## src/rtl/wb_hazard_scoreboard_if.sv

```systemverilog
// Decode / write-back / status bundle between the pipeline latches and the
// hazard scoreboard.
interface wb_hazard_scoreboard_if #(
  parameter int NREGS = 32
);
  // decode side
  logic             issue_valid;
  logic             issue_wen;
  logic [4:0]       issue_wreg;
  logic [4:0]       dec_rs;
  logic [4:0]       dec_rt;
  logic             dec_use_rs;
  logic             dec_use_rt;
  logic             flush;
  // write-back side
  logic             wb_valid;
  logic             wb_Reg_Wen;
  logic [4:0]       wb_wreg;
  // status
  logic             stall;
  logic             issue_ack;
  logic [NREGS-1:0] busy;
  logic [31:0]      stall_cycles;
  logic             sb_err;

  modport master (
    output issue_valid, issue_wen, issue_wreg, dec_rs, dec_rt,
           dec_use_rs, dec_use_rt, flush, wb_valid, wb_Reg_Wen, wb_wreg,
    input  stall, issue_ack, busy, stall_cycles, sb_err
  );

  modport slave (
    input  issue_valid, issue_wen, issue_wreg, dec_rs, dec_rt,
           dec_use_rs, dec_use_rt, flush, wb_valid, wb_Reg_Wen, wb_wreg,
    output stall, issue_ack, busy, stall_cycles, sb_err
  );
endinterface

```

## src/rtl/wb_hazard_scoreboard.sv

```systemverilog
// Per-register in-flight writer scoreboard beside decode. Counts pending
// register-file writes, stalls decode on RAW or counter-full hazards, retires
// on write-back, and keeps a stall-cycle counter plus a sticky error flag.

// One per-register in-flight counter.
module wb_hazard_sb_cnt #(
  parameter int CNT_W = 2
) (
  input  logic             CLK,
  input  logic             nRST,
  input  logic             inc,   // issue to this register
  input  logic             dec,   // retire of this register
  output logic [CNT_W-1:0] cnt,
  output logic [CNT_W-1:0] eff,   // count as seen by decode (write-first)
  output logic             bad    // underflow or overflow attempt
);
  localparam logic [CNT_W-1:0] MAX = '1;

  // A retire against an empty counter is ignored, so the bypass never wraps.
  always_comb begin
    eff = cnt;
    if (dec && cnt != '0) eff = cnt - 1'b1;
    bad = (dec & ~inc & (cnt == '0)) | (inc & ~dec & (cnt == MAX));
  end

  // Net +1/-1 per edge; simultaneous inc/dec cancels; illegal moves are held.
  always_ff @(posedge CLK or negedge nRST) begin
    if (!nRST)                            cnt <= '0;
    else if (inc && !dec && cnt != MAX)   cnt <= cnt + 1'b1;
    else if (dec && !inc && cnt != '0)    cnt <= cnt - 1'b1;
  end
endmodule

module wb_hazard_scoreboard #(
  parameter int CNT_W = 2,
  parameter int NREGS = 32
) (
  input  logic CLK,
  input  logic nRST,
  wb_hazard_scoreboard_if.slave sb
);
  typedef logic [4:0] regbits_t;
  localparam logic [CNT_W-1:0] MAX = '1;

  logic                        retire;
  logic [NREGS-1:0]            inc;
  logic [NREGS-1:0]            dec;
  logic [NREGS-1:0]            bad;
  logic [NREGS-1:0][CNT_W-1:0] cnt;
  logic [NREGS-1:0][CNT_W-1:0] eff;
  logic                        src_stall;
  logic                        str_stall;
  logic [31:0]                 stall_cnt;
  logic                        err_q;

  assign retire = sb.wb_valid & sb.wb_Reg_Wen & (sb.wb_wreg != regbits_t'(0));

  // Register 0 is never tracked.
  assign inc[0] = 1'b0;
  assign dec[0] = 1'b0;
  assign bad[0] = 1'b0;
  assign cnt[0] = '0;
  assign eff[0] = '0;

  genvar r;
  generate
    for (r = 1; r < NREGS; r++) begin : g_reg
      assign inc[r] = sb.issue_ack & sb.issue_wen & (sb.issue_wreg == regbits_t'(r));
      assign dec[r] = retire & (sb.wb_wreg == regbits_t'(r));
      wb_hazard_sb_cnt #(.CNT_W(CNT_W)) u_cnt (
        .CLK  (CLK),
        .nRST (nRST),
        .inc  (inc[r]),
        .dec  (dec[r]),
        .cnt  (cnt[r]),
        .eff  (eff[r]),
        .bad  (bad[r])
      );
      assign sb.busy[r] = (cnt[r] != '0);
    end
  endgenerate
  assign sb.busy[0] = 1'b0;

  // Hazard detection against the bypassed (post-retire) counts.
  always_comb begin
    src_stall = (sb.dec_use_rs & (sb.dec_rs != regbits_t'(0)) & (eff[sb.dec_rs] != '0)) |
                (sb.dec_use_rt & (sb.dec_rt != regbits_t'(0)) & (eff[sb.dec_rt] != '0));
    str_stall = sb.issue_wen & (sb.issue_wreg != regbits_t'(0)) & (eff[sb.issue_wreg] == MAX);
  end

  assign sb.stall     = sb.issue_valid & (src_stall | str_stall);
  assign sb.issue_ack = sb.issue_valid & ~sb.stall & ~sb.flush;

  // Saturating count of real stall cycles; flushed cycles don't count.
  always_ff @(posedge CLK or negedge nRST) begin
    if (!nRST)
      stall_cnt <= '0;
    else if (sb.issue_valid && sb.stall && !sb.flush && stall_cnt != 32'hFFFF_FFFF)
      stall_cnt <= stall_cnt + 32'd1;
  end

  // Sticky consistency error; only reset clears it.
  always_ff @(posedge CLK or negedge nRST) begin
    if (!nRST)     err_q <= 1'b0;
    else if (|bad) err_q <= 1'b1;
  end

  assign sb.stall_cycles = stall_cnt;
  assign sb.sb_err       = err_q;
endmodule
```

## src/flat_wrapper.sv

```systemverilog
// flat-port wrapper written by rule: the top's interface ports become plain ports
module wb_hazard_scoreboard_flat 
#(
  parameter int CNT_W = 2,
  parameter int NREGS = 32
)
  (CLK, nRST, sb_issue_valid, sb_issue_wen, sb_issue_wreg, sb_dec_rs, sb_dec_rt, sb_dec_use_rs, sb_dec_use_rt, sb_flush, sb_wb_valid, sb_wb_Reg_Wen, sb_wb_wreg, sb_stall, sb_issue_ack, sb_busy, sb_stall_cycles, sb_sb_err);
  wb_hazard_scoreboard_if #(.NREGS(NREGS)) sb_i ();
  input  logic CLK;
  input  logic nRST;
  input wire logic [$bits(sb_i.issue_valid)-1:0] sb_issue_valid;
  input wire logic [$bits(sb_i.issue_wen)-1:0] sb_issue_wen;
  input wire logic [$bits(sb_i.issue_wreg)-1:0] sb_issue_wreg;
  input wire logic [$bits(sb_i.dec_rs)-1:0] sb_dec_rs;
  input wire logic [$bits(sb_i.dec_rt)-1:0] sb_dec_rt;
  input wire logic [$bits(sb_i.dec_use_rs)-1:0] sb_dec_use_rs;
  input wire logic [$bits(sb_i.dec_use_rt)-1:0] sb_dec_use_rt;
  input wire logic [$bits(sb_i.flush)-1:0] sb_flush;
  input wire logic [$bits(sb_i.wb_valid)-1:0] sb_wb_valid;
  input wire logic [$bits(sb_i.wb_Reg_Wen)-1:0] sb_wb_Reg_Wen;
  input wire logic [$bits(sb_i.wb_wreg)-1:0] sb_wb_wreg;
  output wire logic [$bits(sb_i.stall)-1:0] sb_stall;
  output wire logic [$bits(sb_i.issue_ack)-1:0] sb_issue_ack;
  output wire logic [$bits(sb_i.busy)-1:0] sb_busy;
  output wire logic [$bits(sb_i.stall_cycles)-1:0] sb_stall_cycles;
  output wire logic [$bits(sb_i.sb_err)-1:0] sb_sb_err;
  assign sb_i.issue_valid = sb_issue_valid;
  assign sb_i.issue_wen = sb_issue_wen;
  assign sb_i.issue_wreg = sb_issue_wreg;
  assign sb_i.dec_rs = sb_dec_rs;
  assign sb_i.dec_rt = sb_dec_rt;
  assign sb_i.dec_use_rs = sb_dec_use_rs;
  assign sb_i.dec_use_rt = sb_dec_use_rt;
  assign sb_i.flush = sb_flush;
  assign sb_i.wb_valid = sb_wb_valid;
  assign sb_i.wb_Reg_Wen = sb_wb_Reg_Wen;
  assign sb_i.wb_wreg = sb_wb_wreg;
  assign sb_stall = sb_i.stall;
  assign sb_issue_ack = sb_i.issue_ack;
  assign sb_busy = sb_i.busy;
  assign sb_stall_cycles = sb_i.stall_cycles;
  assign sb_sb_err = sb_i.sb_err;
  wb_hazard_scoreboard #(.CNT_W(CNT_W), .NREGS(NREGS)) u_core (.CLK(CLK), .nRST(nRST), .sb(sb_i));
endmodule
```

## config.mk

```make
export PLATFORM = sky130hd
export DESIGN_NAME = wb_hazard_scoreboard_flat
export DESIGN_NICKNAME = d
export VERILOG_FILES = /design/src/rtl/wb_hazard_scoreboard_if.sv /design/src/rtl/wb_hazard_scoreboard.sv /design/src/flat_wrapper.sv
export SDC_FILE = /design/constraint.sdc
export NUM_CORES = 1
export LEC_CHECK = 0
export ABC_AREA = 1
export CORE_MARGIN = 3
export CORE_UTILIZATION = 40
export DETAILED_ROUTE_END_ITERATION = 16
export GPL_TIMING_DRIVEN = 0
export SYNTH_ARGS = -nofsm -noshare
export SYNTH_HDL_FRONTEND = slang
export SYNTH_HIERARCHICAL = 1
export SYNTH_SLANG_ARGS = --single-unit
export TNS_END_PERCENT = 20
```

## constraint.sdc

```tcl
create_clock -name CLK -period 3.54 [get_ports CLK]
set_input_delay 0.708 -clock CLK [delete_from_list [all_inputs] [get_ports CLK]]
set_output_delay 0.708 -clock CLK [all_outputs]
set_load 0.01 [all_outputs]
```

After elaboration in Yosys (flattened, before gate mapping)
Index checks and enable logic that the tools add are counted.

storage, ports and cells
  flip-flop bits (word level) = 95
  word-level logic and storage cells = 940
  input bits = 29

operators by class
  order comparisons = 3
  reductions and logical operators = 321
  bitwise gates (word level) = 295
  add/subtract/negate cells = 63
  equal/unequal tests = 126
  mux-type cells = 99

operators with widths
  cell                     count
  $and A1 B1 Y1            198
  $mux W2                  96
  $eq A5 B5 Y1 const B     32
  $logic_and A1 B1 Y1      158
  $reduce_bool A2 Y1       64
  $eq A5 B4 Y1 const B     16
  $eq A2 B2 Y1 const B     32
  $not A1 Y1               64
  $logic_not A1 Y1         63
  $add A2 B1 Y2 const B    31
  $logic_not A2 Y1         31
  $ne A2 B2 Y1 const B     31
  $sub A2 B1 Y2 const B    31
  $eq A5 B3 Y1 const B     8
  $or A1 B1 Y1             33
  $add A32 B1 Y32 const B  1
  $ne A32 B32 Y1 const B   1
  $reduce_or A31 Y1        1
  $bmux W2 S5              3
  $eq A5 B2 Y1 const B     4
  $reduce_bool A5 Y1       4
  $lt A5 B6 Y1 const B     3
  $eq A5 B1 Y1 const B     2

Longest topological paths before layout
  depth after elaboration = 22
  gate-level depth with buffers = 30

Cells and area by module
The synthesis kept the hierarchy.

by module, submodules not included
  module                cells an instance  instances  area an instance (µm²)
  wb_hazard_sb_cnt      27                 31         191.4
  wb_hazard_scoreboard  880                1          4,719.5

Worst setup path before layout
No wires, ideal clock.

  path type = input port to flip-flop
  start = input sb_wb_wreg[1]
  end = register u_core.err_q (netlist: u_core/sb.sb_err)
  arrival = 3.928 ns
  buffers on the path = 2
  path slack = -0.519 ns
  library setup time = 0.131 ns
  stages = 24
  path through = nor2_1 -> nand2_1 -> nand4_1 -> clkbuf_1 -> nor2_1 -> inv_2 -> nor2_4 -> xor2_1 -> nor2_1 -> nor2_1 -> nor2_1 -> nand3_1 -> nand3_1 -> nand3_1 -> nand3_1 -> nand2_2 -> nor2_4 -> nand4_4 -> buf_6 -> nor2_2 -> o31ai_1 -> nor4_1 -> nand4_1 -> or3_1

RTL lines
  element               line                         RTL
  from (decl)           flat_wrapper.sv:21           input wire logic [$bits(sb_i.wb_wreg)-1:0] sb_wb_wreg;
  to (signal assigned)  wb_hazard_scoreboard.sv:104  if (!nRST) err_q <= 1'b0;
  to (signal assigned)  wb_hazard_scoreboard.sv:105  else if (|bad) err_q <= 1'b1;
  to (decl)             wb_hazard_scoreboard.sv:54   logic err_q;

==> metrics.cfg <==
[status]
status = finished, violations left
violations = setup timing

[logic_synthesis]
ys_seq_area_frac = 0.223
synth_top_area_frac = 0.223
ys_warn_count = 6
syn_avg_cell_area_um2 = 6.20
synth_largest_area_cell = dfrtp_1
syn_area_um2 = 10700
syn_nets = 1809
ys_seq_elements = 95
synth.area.top_cells = dfrtp_1 (22%), nand2_1 (17%), nand3_1 (12%), inv_1 (8.7%), ha_1 (7.4%)
syn-instance-count = 1717
synth_cell_types = 32

[cts]
cts.sinks = 95
cts_tree = yes
h-tree-depth = 3
clk_pin_slew_ps = 80
cts_root_buf = clkbuf_16
numCtsBuffers = 9
clock_path_buffers = 2
clk_latency_ps = 370
ctsHoldBuffers = 0

[worst_setup_path]
worstPathMaxFanout = 5
cp.required_ps = 3790
rr_endpoint = u_core/sb.sb_err
crit_slowest_cell = or3_1
cp_slowest_stage_delay_ps = 380
critical_path_class = input pin to register
cp-startpoint = sb_wb_wreg[1]
r2r_slack_ps = -370
r2r_start = u_core/g_reg[8].u_cnt/cnt[0]
cp.arrival_ps = 4500
crit_path_end_kind = register
crit_end = u_core/sb.sb_err
r2r_cells = 21
cp-start-kind = input pin

[global_routing]
track_usage = 0.242
grt.busiest_layer = met2
gr-usage-met3 = 0.0373
grt_pass1_vias = 10900
grt_overflow_total = 0
met1_usage = 0.333
antenna_found_initial = 0
grt_pass1_wl_mm = 55.7
gr-usage-met2 = 0.385
grt_max_degree = 64

[cells_and_area]
nFillCells = 2621
syn_to_final_growth_pct = 27.8
regArea_um2 = 2380
multi_input_area_um2 = 7760
final_design_area_no_fill_um2 = 13600
drive_above_1_share = 0.184
nets = 1954
diodes = 0

[power]
total_power_w = 0.00372
ir_worst_vdd_mv = 0.251
p_leak_nw = 6.45
power.density_nw_per_um2 = 273

[routing]
viasPerCell = 5.32
drcViolationCount = 0
routedWlPerCell_um = 16.1
ant_nets = 0
drt_iter0_drc = 903
vias = 11700
wirelength_mm = 35.4
dr.pass1.iters = 5

[placement]
place.detailed.hpwl_mm = 26.7
io_buffers = 93
gp_congestion = 1.01
postPlaceCellArea_um2 = 12100

[sta]
finalSetupViolCount = 28
worst_slack_ps = -710
fin_skew_ps = 16.2
worst_slew_pin_slew_ps = 872
hold_viol = 0
max_freq_ghz = 0.235
grt_setup_unrepaired = true
slew_violations = 0
slew_headroom = 0.417
post-route-min-period_ps = 4250
period_share = 1.20

[worst_hold_path]
min_path_type = input pin to asynchronous set/reset pin

[floorplan]
ios = 96
die_x_um = 169
die-area_um2 = 28600
initial_utilization = 0.408
die_h_um = 169
coreArea_um2 = 26100
rows = 59

[flow_run]
cap_violations = 0

==> synthesized netlist by cell type <==
| cell type | number |
|---|---|
| a21oi_1 | 11 |
| or2_2 | 31 |
| buf_6 | 7 |
| nand3b_1 | 33 |
| xnor2_1 | 8 |
| buf_2 | 8 |
| ha_1 | 63 |
| nor2_4 | 32 |
| nand4_4 | 3 |
| nand2_1 | 474 |
| dfrtp_1 | 95 |
| nand3_1 | 257 |
| xor2_1 | 37 |
| nor4_1 | 9 |
| nand4_1 | 56 |
| nor2_1 | 132 |
| conb_1 | 1 |
| nor3_1 | 46 |
| o21ai_0 | 47 |
| nand2_2 | 1 |
| or3_1 | 2 |
| nand3_2 | 1 |
| o21ai_1 | 6 |
| buf_1 | 4 |
| nor2_2 | 24 |
| inv_2 | 38 |
| nor2_8 | 1 |
| inv_1 | 246 |
| clkbuf_1 | 6 |
| buf_4 | 6 |
| o31ai_1 | 31 |
| or4_1 | 1 |
==> metal layers <==
metal	wire length (um)	part of all wire	vias to the layer above
li1	-	-	5824
met1	16000	0.45	5424
met2	15900	0.45	388
met3	2110	0.060	75
met4	1370	0.039	0
met5	0	0	-
==> layout by cell type, fill, tap and decap left out, drive strengths merged, types with 2 or more instances in the layout <==
cell / instances
clkbuf: 16
o21ai: 53
nand2: 475
clkinv: 3
nor2: 189
nand4: 59
xnor2: 8
nand3: 258
buf: 72
nor3: 46
or2: 31
clkdlybuf4s50: 83
a21oi: 11
nor4: 9
o31ai: 31
dfrtp: 95
inv: 288
xor2: 37
or3: 2
ha: 63
nand3b: 33
clkdlybuf4s15: 3
==> how the worst min path moves through the flow <==
stage / end / start
after floorplan: u_core/g_reg[10].u_cnt/cnt[0] / nRST
after global placement: u_core/sb.sb_err / u_core/sb.sb_err
after detailed placement: u_core/sb.sb_err / u_core/sb.sb_err
after CTS: u_core/g_reg[2].u_cnt/cnt[0] / nRST
after global routing: u_core/g_reg[2].u_cnt/cnt[0] / nRST
final: u_core/g_reg[2].u_cnt/cnt[0] / nRST
==> flip-flops by register name, indices dropped and copies added, names as in the netlist <==
signal and count:
u_core/g.u_cnt/cnt 62, u_core/sb.sb_err 1, u_core/sb.stall_cycles 32
==> timing repair <==
action / CTS / global route
gates resized for setup: 156 / 106
setup buffers: 18 / 20
pin swaps: 38 / 42
cloned: 3 / 1
hold endpoints to repair: 0 / 0
endpoints found under the setup margin: 97 / 97
==> logic make-up after synthesis <==
| kind of cell | share of synthesized area |
|---|---|
| simple gates | 0.495 |
| buf+inv | 0.119 |
| compound gates | 0.0519 |
| flops | 0.223 |
| fa+ha+maj | 0.0740 |
| xor+xnor | 0.0370 |
| other cells | 0.000352 |
==> power breakdown <==
group	switching [W]	internal (W)	leakage, nW
clock network	0.000545	0.000510	0.151
logic	0.000795	0.000558	5.00
registers	0.000142	0.00117	1.30
==> through the flow <==
stage / cells / hold slack [ps] / TNS (ps) / util / worst slack (ps)
2_1_floorplan: 1717 / 412 / -306 / - / -306
3_3_place_gp: 2145 / 496 / -352820 / 0.464 / -2540
3_5_place_dp: 2146 / 511 / -138450 / 0.465 / -2540
4_1_cts: 2183 / 307 / -1800 / 0.502 / -596
5_1_grt: 2202 / 323 / -15850 / 0.521 / -895
6_report: 2202 / 293 / -3700 / 0.521 / -710
==> worst max-delay path: cells and delay by family <==
| kind | cells | cell delay (ps) |
|---|---|---|
| and+or+nand+nor | 20 | 2720 |
| buffers and inverters | 6 | 820 |
| AOI/OAI and AO/OA | 2 | 220 |
==> layout make-up <==
| class | instances | share of cell area |
|---|---|---|
| tap | 335 | 0.0308 |
| clock buffer | 9 | 0.0165 |
| multi-input combinational | 1307 | 0.570 |
| sequential | 95 | 0.175 |
| inverter | 284 | 0.0785 |
| timing repair buffer | 136 | 0.106 |
| buffer | 29 | 0.0173 |
| clock inverter | 7 | 0.00616 |
(Power assumes the default switching activity.)
